--- src/rtl/program_loader.sv ---
// program_loader: boot-time instruction loader.
// Accepts a byte stream over valid/ready, packs little-endian 32-bit words,
// writes them to instruction memory from byte address 0, and releases the
// CPU once the HALT word (32'h14000000) has been written.
// Optional feature: define LOADER_CHECKSUM_EN to require a one-byte XOR
// trailer after the HALT word before the CPU is released.
module program_loader #(
    parameter int DEPTH_WORDS = 1024
) (
    input  logic                            clk,
    input  logic                            reset,
    input  logic                            start,
    input  logic [7:0]                      in_data,
    input  logic                            in_valid,
    output logic                            in_ready,
    output logic                            imem_we,
    output logic [63:0]                     imem_addr,
    output logic [31:0]                     imem_wdata,
    output logic                            cpu_run,
    output logic                            done,
    output logic                            error,
    output logic [$clog2(DEPTH_WORDS):0]    word_count
);

    localparam int              CW        = $clog2(DEPTH_WORDS) + 1;
    localparam logic [CW-1:0]   LAST_WORD = CW'(DEPTH_WORDS - 1);
    localparam logic [31:0]     HALT_WORD = 32'h1400_0000;

    typedef enum logic [2:0] {
        ST_IDLE  = 3'd0,
        ST_LOAD  = 3'd1,
        ST_CHECK = 3'd2,
        ST_DONE  = 3'd3,
        ST_ERROR = 3'd4
    } state_t;

    state_t         state_r;
    state_t         state_s;
    logic [1:0]     k_r;
    logic [23:0]    lanes_r;
    logic [CW-1:0]  word_count_r;
    logic           imem_we_r;
    logic [63:0]    imem_addr_r;
    logic [31:0]    imem_wdata_r;
    logic           in_ready_s;
    logic           run_s;
    logic           error_s;
    logic           accept_s;
    logic           start_ok_s;
    logic           word_done_s;
    logic [31:0]    word_s;

    // True when a completed word is the HALT (B #0) instruction.
    function automatic logic is_halt(input logic [31:0] w);
        return (w == HALT_WORD);
    endfunction

`ifdef LOADER_CHECKSUM_EN
    logic [7:0]     checksum_r;

    // Running XOR checksum update for one accepted byte.
    function automatic logic [7:0] xor_fold(input logic [7:0] acc, input logic [7:0] b);
        return acc ^ b;
    endfunction
`endif

    assign accept_s    = in_valid && in_ready_s;
    assign start_ok_s  = start && ((state_r == ST_IDLE) || (state_r == ST_DONE) || (state_r == ST_ERROR));
    assign word_done_s = accept_s && (state_r == ST_LOAD) && (k_r == 2'd3);
    assign word_s      = {in_data, lanes_r};

    // State register.
    always_ff @(posedge clk or posedge reset) begin
        if (reset) begin
            state_r <= ST_IDLE;
        end else begin
            state_r <= state_s;
        end
    end

    // Next-state logic: start, HALT detection, overflow and trailer check.
    always_comb begin
        state_s = state_r;
        case (state_r)
            ST_IDLE, ST_DONE, ST_ERROR: begin
                if (start) begin
                    state_s = ST_LOAD;
                end else begin
                    state_s = state_r;
                end
            end
            ST_LOAD: begin
                if (word_done_s) begin
                    if (is_halt(word_s)) begin
`ifdef LOADER_CHECKSUM_EN
                        state_s = ST_CHECK;
`else
                        state_s = ST_DONE;
`endif
                    end else if (word_count_r == LAST_WORD) begin
                        state_s = ST_ERROR;
                    end else begin
                        state_s = ST_LOAD;
                    end
                end else begin
                    state_s = ST_LOAD;
                end
            end
`ifdef LOADER_CHECKSUM_EN
            ST_CHECK: begin
                if (accept_s) begin
                    if (in_data == checksum_r) begin
                        state_s = ST_DONE;
                    end else begin
                        state_s = ST_ERROR;
                    end
                end else begin
                    state_s = ST_CHECK;
                end
            end
`endif
            default: begin
                state_s = ST_IDLE;
            end
        endcase
    end

    // Output decode from the state register (Moore outputs).
    always_comb begin
        in_ready_s = 1'b0;
        run_s      = 1'b0;
        error_s    = 1'b0;
        case (state_r)
            ST_LOAD:  in_ready_s = 1'b1;
`ifdef LOADER_CHECKSUM_EN
            ST_CHECK: in_ready_s = 1'b1;
`endif
            ST_DONE:  run_s      = 1'b1;
            ST_ERROR: error_s    = 1'b1;
            default: begin
                in_ready_s = 1'b0;
                run_s      = 1'b0;
                error_s    = 1'b0;
            end
        endcase
    end

    // Byte lane assembly, word counter and registered memory write port.
    always_ff @(posedge clk or posedge reset) begin
        if (reset) begin
            k_r          <= 2'd0;
            lanes_r      <= 24'd0;
            word_count_r <= {CW{1'b0}};
            imem_we_r    <= 1'b0;
            imem_addr_r  <= 64'd0;
            imem_wdata_r <= 32'd0;
        end else begin
            imem_we_r <= 1'b0;
            if (start_ok_s) begin
                k_r          <= 2'd0;
                lanes_r      <= 24'd0;
                word_count_r <= {CW{1'b0}};
            end else if (accept_s && (state_r == ST_LOAD)) begin
                k_r <= k_r + 2'd1;
                case (k_r)
                    2'd0: lanes_r[7:0]   <= in_data;
                    2'd1: lanes_r[15:8]  <= in_data;
                    2'd2: lanes_r[23:16] <= in_data;
                    2'd3: begin
                        imem_we_r    <= 1'b1;
                        imem_addr_r  <= {{(64-CW-2){1'b0}}, word_count_r, 2'b00};
                        imem_wdata_r <= word_s;
                        word_count_r <= word_count_r + CW'(1);
                    end
                    default: lanes_r <= lanes_r;
                endcase
            end else begin
                k_r <= k_r;
            end
        end
    end

`ifdef LOADER_CHECKSUM_EN
    // XOR of every byte accepted during LOAD of the current load.
    always_ff @(posedge clk or posedge reset) begin
        if (reset) begin
            checksum_r <= 8'd0;
        end else if (start_ok_s) begin
            checksum_r <= 8'd0;
        end else if (accept_s && (state_r == ST_LOAD)) begin
            checksum_r <= xor_fold(checksum_r, in_data);
        end else begin
            checksum_r <= checksum_r;
        end
    end
`endif

    assign in_ready   = in_ready_s;
    assign imem_we    = imem_we_r;
    assign imem_addr  = imem_addr_r;
    assign imem_wdata = imem_wdata_r;
    assign cpu_run    = run_s;
    assign done       = run_s;
    assign error      = error_s;
    assign word_count = word_count_r;

endmodule

--- config.mk ---
export PLATFORM = sky130hd
export DESIGN_NAME = program_loader
export DESIGN_NICKNAME = d
export VERILOG_FILES = /design/src/rtl/program_loader.sv
export SDC_FILE = /design/constraint.sdc
export NUM_CORES = 1
export LEC_CHECK = 0
export CORE_ASPECT_RATIO = 1.2
export CORE_UTILIZATION = 42
export CTS_CLUSTER_DIAMETER = 100
export CTS_CLUSTER_SIZE = 16
export DETAILED_ROUTE_END_ITERATION = 8
export GPL_ROUTABILITY_DRIVEN = 1
export PLACE_DENSITY = 0.87
export SLEW_MARGIN = 15
export SYNTH_ARGS = -nofsm -noshare
export SYNTH_HDL_FRONTEND = slang
export SYNTH_SLANG_ARGS = --single-unit
export TNS_END_PERCENT = 50
--- constraint.sdc ---
create_clock -name clk -period 3.16 [get_ports clk]
set_input_delay 0.948 -clock clk [delete_from_list [all_inputs] [get_ports clk]]
set_output_delay 0.948 -clock clk [all_outputs]
set_load 0.1 [all_outputs]
# Yosys cells after proc, flatten, opt, wreduce, memory -nomap -nowiden
# Cells that the tools add are included.
# totals
ff_bits	84
latch_bits	0
inputBits	12
ramBits	0
romBits	0
memories	0
wordCells	61
# classes
n_addsub	2
mul	0
bitwise	1
muxes	21
eq_ne	9
div_mod_pow	0
reduce_logical	19
order_cmp	0
shift	0
# ops
operator	count
24-bit 2-to-1 mux	2
11-bit 2-to-1 mux	3
32-bit by 29-bit equality test with 1-bit output (second input constant)	1
8-bit 2-to-1 mux	3
3-bit 2-to-1 mux	4
11-bit by 1-bit adder with 11-bit output (second input constant)	1
11-bit by 10-bit equality test with 1-bit output (second input constant)	1
2-bit nonzero test	5
2-bit AND reduction	4
1-bit 2-to-1 mux	6
3-bit case mux with 2 select lines	1
2-bit equality test (second input constant)	2
1-bit logical AND	4
2-bit 2-to-1 mux	2
3-bit by 1-bit equality test with 1-bit output (second input constant)	1
3-bit by 2-bit equality test with 1-bit output (second input constant)	1
3-bit equality test (second input constant)	1
3-bit logical NOT	1
3-bit AND reduction	1
3-bit OR reduction	1
2-bit by 1-bit adder with 2-bit output (second input constant)	1
2-bit by 1-bit equality test with 1-bit output (second input constant)	1
2-bit logical NOT	1
1-bit logical OR	2
other kinds (2)	2

# Logic depth before layout (Yosys ltp)
# Gate-level depths: netlist of the first run.
# logic_depth
depth_word	7
depth_mapped	6
mapped_depth_nobuf	5

# Worst setup path before layout of the first run
# Ideal clock, no wire load.
# synth_path
path_kind	register to output
from	register state_r[1]
to	output port in_ready
n_path_buf	0
arrival_ps	2615
required_ps	2212
slack_ps	-403
path_stages_with_launch	2
path_cell_list	dfrtp_1 -> nor3b_1
# synth_between
elab_chain_cells	2
# synth_rtl
item	line	text
start: declaration	37	state_t state_r;
start signal: assignment	77	state_r <= state_s;
3-bit by 1-bit equality test with 1-bit output	133	case (state_r)
1-bit 2-to-1 mux	133	
end: declaration	15	output logic in_ready,
# Every way passes these cells.

# Worst setup path in the final report of the first run
# layout_path
from	register state_r[0]
to	output port error
# layout_between
elab_chain_cells	2
# layout_rtl
item	line	text
3-bit equality test	133	
1-bit 2-to-1 mux	133	
end: declaration	21	output logic error,
# Every way passes these cells.

==> results of run 1 <==
## sequential cells by signal (all words and copies together) (netlist names)
register / count
imem_wdata: 32
lanes_r: 24
imem_addr: 11
word_count: 11
state_r: 3
k_r: 2
imem_we: 1
## cell usage in the layout (no fill, tap or decap), types with 2 or more instances in the layout
cell / n
inv_1: 4
nand2_1: 29
buf_4: 62
nor2_1: 13
mux2_2: 43
nand3_1: 27
nor4_1: 7
ha_1: 5
dfrtp_1: 84
a21oi_1: 27
clkdlybuf4s50_1: 11
clkbuf_8: 12
nand4_1: 6
conb_1: 53
and2_1: 2
o21ai_0: 2
and3_1: 3
xor2_1: 8
## area by class of cell
class	instances	area share [%]
clock buffer	13	3.68
clock inverter	1	0.163
inverter	6	0.572
multi-input combinational	242	33.6
sequential	84	45.8
tap	120	3.27
timing repair buffer	74	13.0
## metal layers
metal | global-route usage, % | up-vias | wire length [um]
met3 | 4.46 | 12 | 453
met1 | 19.7 | 1320 | 3080
li1 | - | 1226 | -
met5 | 0 | - | 0
met2 | 29.6 | 109 | 4130
met4 | 7.60 | 0 | 131
## how the worst max path moves through the flow
stage	end	slack, ns	start	depth (start not counted)
after detailed placement	imem_addr[8]	0.46	in_valid	5
after floorplan	imem_addr[10]	0.05	reset	1
after global routing	error	0.68	state_r[1]	4
after global placement	imem_wdata[1]	0.49	in_valid	5
after CTS	error	0.76	state_r[0]	4
final	error	0.77	state_r[0]	4
## kinds of logic (layout without fill, tap and decap cells)
group                      count (synthesis)  after routing  synth area share [%]
AOI/OAI and AO/OA                         35             35                  4.99
xor gates and xnor gates                   9              9                  1.98
adders and majority gates                  5              5                  1.57
buffers and inverters                     75             94                  13.6
DFF                                       84             84                  52.7
muxes                                     43             43                  12.1
other                                      1             53                0.0941
and+or+nand+nor                           97             97                  12.9
## critical path, cell delays in order (launching register included)
cell and delay, ns:
dfrtp_1 0.43, nor2_1 0.21, nand2_1 0.10, inv_1 0.06, buf_4 0.28
## per-stage QoR
stage | worst slack (ns) | hold WS, ns | util, %
2_1_floorplan | 0.0469 | 0.502 | -
4_1_cts | 0.761 | 0.511 | 50.3
3_3_place_gp | 0.487 | 0.489 | 48.4
3_5_place_dp | 0.458 | 0.494 | 48.4
5_1_grt | 0.679 | 0.528 | 50.3
6_report | 0.773 | 0.509 | 50.3
==> impl_metrics.yaml, run 1 <==
detailed_routing:
  drt-vias-per-instance: 4.94
  drt_pass1_iterations: 4
  routedWlPerCell_um: 14.4
  drcViolationCount: 0
  finalWirelength_um: 7790
  drt_iter0_drc: 221
  via_count: 2667
  antenna_left: 0
critical_path:
  cp-end-kind: "output port"
  r2r-start: "state_r[2]"
  critPathMaxFanout: 5
  reg2reg_depth: 5
  critPathArrivalTime_ns: 1.44
  cp-start-kind: "register"
  required_ns: 2.21
  r2r_end: "lanes_r[2]"
  rrSetupSlack_ns: 1.32
  path_class: "register to output port"
timing:
  fmax_mhz: 419
  rsz0062_at_grt: "no"
  fin_skew_ns: 0.00703
  hold_viol: 0
  period_needed_ns: 2.39
  final.period_utilization_pct: 75.5
  worst_pin_slew_ns: 0.510
  fin_setup_tns_ns: 0
  maxSlewHeadroom_pct: 65.9
  setup_viol_count_final: 0
  slew_viol_final: 0
synthesis:
  synthCells: 349
  syn_area_per_cell_sq_um: 11.4
  yosysWarnings: 0
  async_flop_share_pct: 100
  synth_top_area_cell: "dfrtp_1"
  synth_area_leaders: "dfrtp_1, mux2_2, buf_4"
  synth_seq_cells: 84
  synth_common_cells: "dfrtp_1, buf_4, mux2_2"
  synth_ff_type: "dfrtp_1"
  synth_top_area_share_pct: 52.7
  synth.cell_area_sq_um: 3990
  ys_seq_area_share_pct: 52.7
  yosysMostFrequentCell: "dfrtp_1"
  synth_cell_type_count: 38
  synth_edf_count: 0
layout:
  n_fill_cell: 834
  syn2layout_area_growth_pct: 15.2
  final_net_count: 434
  antenna_cells: 0
  finalInstanceArea_sq_um: 4590
  multi_input_area_sq_um: 1540
  drive_above_1_share_pct: 30.0
  fin_cells: 540
  register_area_sq_um: 2100
placed_design:
  placed_area_sq_um: 4420
  dp_hpwl_um: 5590
  portBuffers: 70
  dp_cells: 526
  place_congestion: 0.812
global_route:
  grt_pass1_wl_um: 13000
  grt_max_degree: 58
  grt_pass1_vias: 2613
  grt_util_all_layers_pct: 17.0
  grt_overflow: 0
  antenna_found_initial: 0
clock_tree:
  postCtsSetupBuffers: 0
  hold_buffers: 0
  insertion_delay_ns: 0.36
  cts_buffers: 9
  clkSinkCount: 84
  cts_tree: "yes"
  ctsLongestPathBuffers: 2
  path_clk_slew_ns: 0.08
  h-tree-depth: 3
  cts_resized: 0
  cts_root_buf: "clkbuf_8"
die:
  ios: 124
  fp-row-count: 38
  start_util_pct: 43.7
  dieArea_sq_um: 9890
  die_h_um: 109
  die_w_um: 90.9
  core_area_sq_um: 9130
worst_hold_path:
  hold_class: "register to register"
  min_from: "imem_wdata[24]"
  hold_depth: 1
  holdPathEnd: "imem_wdata[24]"
run:
  drv_cap: 0
status:
  outcome: "completed"
Power of run 1 is not shown: default switching activity piles up to over one toggle a cycle in this logic, so the estimate is an artifact.
==> run 2: changes to the inputs <==
==> constraint.sdc (replaced) <==
create_clock -name clk -period 1.99 [get_ports clk]
set_input_delay 0.597 -clock clk [delete_from_list [all_inputs] [get_ports clk]]
set_output_delay 0.597 -clock clk [all_outputs]
set_load 0.1 [all_outputs]
==> run 2 against run 1 <==
  * First-iteration DRC count increased by 22%
  * Flip-flop and latch count unchanged
  * Critical path depth decreased by 2
  * Sequential share of layout area decreased by 8.5 points
  * Wire length increased by 14%
==> impl_metrics.yaml, run 2 (same netlist as run 1, synthesis figures left out) <==
detailed_routing:
  routedWlPerCell_um: 15.7
  drcViolationCount: 0
  via_count: 2783
  drt-vias-per-instance: 4.94
  antenna_left: 0
  drt_iter0_drc: 269
  finalWirelength_um: 8840
  drt_pass1_iterations: 4
layout:
  syn2layout_area_growth_pct: 41.7
  layout_commonest_cell: "dfrtp_1"
  fin_util_pct: 61.9
  drive_above_1_share_pct: 34.5
  final_net_count: 455
  antenna_cells: 0
  largest_reg_flops: 32
  layout_common_cells: "dfrtp_1, buf_12, conb_1"
  fin_cells: 563
power:
  power.switching_mw: 4.78
  p_per_area_nw_per_um2: 1730
  p_sw_share_pct: 49.0
  power.leakage_nw: 2.66
  p_clk_share_pct: 15.1
  power_frac_comb_pct: 56.0
  pwr-share-seq_pct: 28.9
  p_int_mw: 4.98
  ir_worst_vdd_mv: 0.673
timing:
  whs_ns: 0.547
  setup_viol_count_final: 0
  fin_skew_ns: 0.00866
  period_needed_ns: 1.93
  hold_viol: 0
  slew_viol_final: 0
  fmax_mhz: 518
  final.period_utilization_pct: 97.0
  fin_setup_tns_ns: 0
  finalWorstSetupSlack_ns: 0.0598
clock_tree:
  ctsLongestPathBuffers: 2
  insertion_delay_ns: 0.35
  h-tree-depth: 3
  path_clk_slew_ns: 0.09
  cts_tree: "yes"
  cts_root_buf: "clkbuf_8"
  cts_buffers: 9
  clkSinkCount: 84
global_route:
  grt_pass1_vias: 2857
  grt_max_degree: 38
  grt_overflow: 0
  grt_pass1_wl_um: 14300
  grt_util_all_layers_pct: 18.8
  antenna_found_initial: 0
worst_hold_path:
  hold_class: "register to register"
  min_from: "lanes_r[21]"
placed_design:
  place_ws_ns: -0.228
  place_congestion: 0.862
  dp_hpwl_um: 6720
  portBuffers: 70
  dp_cells: 546
critical_path:
  startpoint: "state_r[2]"
  cp-end-kind: "output port"
  critPathArrivalTime_ns: 1.33
  cp-start-kind: "register"
  slowest_delay_ns: 0.43
  required_ns: 1.39
  cpLargestDelayFamily: "flip-flops"
  r2r-start: "k_r[0]"
  critPathMaxFanout: 5
  cp_cell_sequence: "and3b_2, buf_12"
  worst-path-buf-inv: 1
  path_class: "register to output port"
  worst_path_max_delay_cell: "dfrtp_1"
die:
  ios: 124
  start_util_pct: 43.7
  dieArea_sq_um: 9890
  die_w_um: 90.9
  core_area_sq_um: 9130
  die_h_um: 109
  fp-row-count: 38
run:
  drv_cap: 0
status:
  outcome: "completed"
-- run 2: cell types whose count changed in the layout (fill, tap and decap cells not counted), sizes merged --
cell / before / now
clkinvlp: 1 / 2
buf: 63 / 84
clkbuf: 13 / 10
clkinv: 1 / 2
bufinv: 0 / 3
-- run 2: final cells by class --
class                      instances  area, sq um
multi-input combinational        242         1550
timing repair buffer              95         1570
clock inverter                     6          111
fill                             682         3480
sequential                        84         2100
tap                              120          150
inverter                           6         28.8
clock buffer                      10          138
-- run 2: what timing repair did --
item / 4_1_cts / 5_1_grt
pin swaps: 0 / 1
hold buffers: 0 / 0
setup endpoints to repair: 3 / 1
resized for setup: 2 / 2
hold endpoints to repair: 0 / 0
buffers inserted: 0 / 1
-- run 2: per-stage QoR --
step | power, mW | area, sq um
6_report | 9.75 | 5650
2_1_floorplan | 6.40 | 4190
4_1_cts | 9.81 | 5630
3_5_place_dp | 8.35 | 5380
5_1_grt | 10.1 | 5650
3_3_place_gp | 8.21 | 5380
-- run 2: worst paths after layout --
path	to	slack (ns)	cells past startpoint
worst max-delay path	done	0.06	2
worst min-delay path	imem_wdata[21]	0.55	1
worst max register to register	state_r[0]	0.21	4
worst min register to register	imem_wdata[21]	0.55	1
max in group asynchronous	state_r[1]	0.92	3
min in group asynchronous	imem_wdata[3]	0.57	2
-- run 2: worst reg2reg max path: stages, from the launching register on --
cell,delay (ns)
dfrtp_1,0.42
ha_1,0.35
and3_1,0.33
nand4_4,0.14
o41a_1,0.42
-- run 2: layer usage --
metal / track usage [%] / share of wire, %
met4: 7.60 / 1.8
met2: 34.8 / 56
met3: 3.84 / 7.2
met5: 0 / 0
met1: 21.1 / 35
-- run 2: power by group through the flow --
stage	clock [mW]	combinational (mW)	sequential [mW]
floorplan	0	1.50	4.90
global placement	0	5.38	2.83
detailed placement	0	5.48	2.87
CTS	1.49	5.49	2.83
global route	1.59	5.64	2.90
finish	1.47	5.46	2.82
Note: power is estimated with default switching activity, not from simulation.
==> run 3: changes to the inputs <==
==> constraint.sdc (replaced) <==
create_clock -name clk -period 1.7 [get_ports clk]
set_input_delay 0.51 -clock clk [delete_from_list [all_inputs] [get_ports clk]]
set_output_delay 0.51 -clock clk [all_outputs]
set_load 0.1 [all_outputs]
==> run 3 against run 2 <==
  * The run now ends with setup timing left
  * Clock power rose by 26%
  * Utilization rose by 3.8 points
  * Via count rose by 6.8%
  * Die area did not move
  * Critical path depth did not move
  * Worst setup slack got worse by 0.20 ns
==> impl_metrics.yaml, run 3 (same netlist as run 1, synthesis figures left out) <==
global_route:
  grt_pass1_wl_um: 14700
  grt_overflow: 0
  grt_util_all_layers_pct: 19.4
  antenna_found_initial: 0
  grt_pass1_vias: 2951
  grt_max_degree: 48
timing:
  whs_ns: 0.547
  fin_skew_ns: 0.00618
  slew_viol_final: 0
  fmax_mhz: 544
  period_needed_ns: 1.84
  fin_setup_tns_ns: -0.840
  hold_viol: 0
  finalWorstSetupSlack_ns: -0.138
  final.period_utilization_pct: 108
  rsz0062_at_grt: "yes"
  setup_viol_count_final: 19
layout:
  layout_common_cells: "dfrtp_1, buf_12, conb_1"
  largest_reg_flops: 32
  drive_above_1_share_pct: 40.5
  fin_cells: 584
  fin_util_pct: 65.6
  syn2layout_area_growth_pct: 50.3
  final_net_count: 476
  antenna_cells: 0
  layout_commonest_cell: "dfrtp_1"
detailed_routing:
  antenna_left: 0
  drt-vias-per-instance: 5.09
  drt_pass1_iterations: 6
  finalWirelength_um: 10000
  drt_iter0_drc: 298
  via_count: 2971
  drcViolationCount: 0
  routedWlPerCell_um: 17.1
clock_tree:
  path_clk_slew_ns: 0.08
  ctsLongestPathBuffers: 2
  insertion_delay_ns: 0.36
  clkSinkCount: 84
  cts_buffers: 9
  cts_root_buf: "clkbuf_8"
  cts_tree: "yes"
  h-tree-depth: 3
worst_hold_path:
  hold_class: "register to register"
  holdPathEnd: "lanes_r[4]"
  min_from: "lanes_r[4]"
  hold_depth: 2
power:
  power_frac_comb_pct: 56.4
  p_int_mw: 6.08
  p_total_mw: 11.8
  power.leakage_nw: 2.83
  power.switching_mw: 5.71
  pwr-share-seq_pct: 27.9
  p_per_area_nw_per_um2: 1970
  p_clk_share_pct: 15.6
  ir_worst_vdd_mv: 0.946
  p_sw_share_pct: 48.4
die:
  start_util_pct: 43.7
  die_w_um: 90.9
  ios: 124
  dieArea_sq_um: 9890
  core_area_sq_um: 9130
  die_h_um: 109
  fp-row-count: 38
critical_path:
  required_ns: 1.19
  worst_path_max_delay_cell: "dfrtp_2"
  path_class: "register to output port"
  rrSetupSlack_ns: -0.04
  cp-start-kind: "register"
  critPathArrivalTime_ns: 1.33
  cp_cell_sequence: "and3b_2, buf_12"
  cp_num_cells: 2
  reg2reg_depth: 6
  critPathMaxFanout: 4
  cp-end-kind: "output port"
  r2r_end: "imem_wdata[31]"
  startpoint: "state_r[2]"
  slowest_delay_ns: 0.44
  r2r-start: "state_r[2]"
  worst-path-buf-inv: 1
  cpLargestDelayFamily: "flip-flops"
placed_design:
  place_congestion: 0.853
  dp_hpwl_um: 6730
  portBuffers: 70
  dp_cells: 553
run:
  drv_cap: 0
status:
  violations: "setup timing"
  outcome: "finished, violations left"
run 3: cell type report:
| class | count | area, sq um |
|---|---|---|
| tap | 120 | 150 |
| clock inverter | 7 | 139 |
| fill | 618 | 3140 |
| multi-input combinational | 242 | 1650 |
| sequential | 84 | 2110 |
| timing repair buffer | 116 | 1790 |
| clock buffer | 9 | 124 |
| inverter | 6 | 33.8 |
run 3: worst max-delay path by stage:
stage                            end  slack (ns)
after floorplan                 done       -0.53
after global placement    state_r[2]       -0.35
after detailed placement  lanes_r[1]       -0.37
after CTS                       done       -0.12
after global routing            done       -0.16
final                           done       -0.14
run 3: what timing repair did:
item,4_1_cts,5_1_grt
cloned,0,4
setup endpoints to repair,4,56
gates resized for setup,4,31
hold buffers,0,0
setup buffers,9,2
pin swaps,3,8
run 3: metal layers:
| layer | part of all wire (%) | GRT usage [%] |
|---|---|---|
| met2 | 55 | 37.1 |
| met5 | 0 | 0 |
| met1 | 37 | 20.7 |
| met3 | 5.0 | 3.07 |
| met4 | 2.7 | 9.64 |
run 3: power by group through the flow:
stage	clock [mW]	sequential, mW	combinational (mW)
final	1.85	3.29	6.66
after CTS	1.85	3.30	6.52
after global placement	0	3.28	6.38
after detailed placement	0	3.34	6.50
after floorplan	0	5.73	1.75
after global routing	1.94	3.37	6.86
run 3: metrics by stage:
stage	instance area, sq um	setup WS (ns)
6_report	5990	-0.138
5_1_grt	5990	-0.159
4_1_cts	5770	-0.116
3_5_place_dp	5430	-0.368
3_3_place_gp	5430	-0.354
2_1_floorplan	4190	-0.534
run 3: worst min-delay path, delay by kind of cell, from the launching register on:
family,cells,cell delay [ns]
flip-flops,1,0.40
AO/OA/AOI/OAI,1,0.05
AND/OR/NAND/NOR,1,0.06
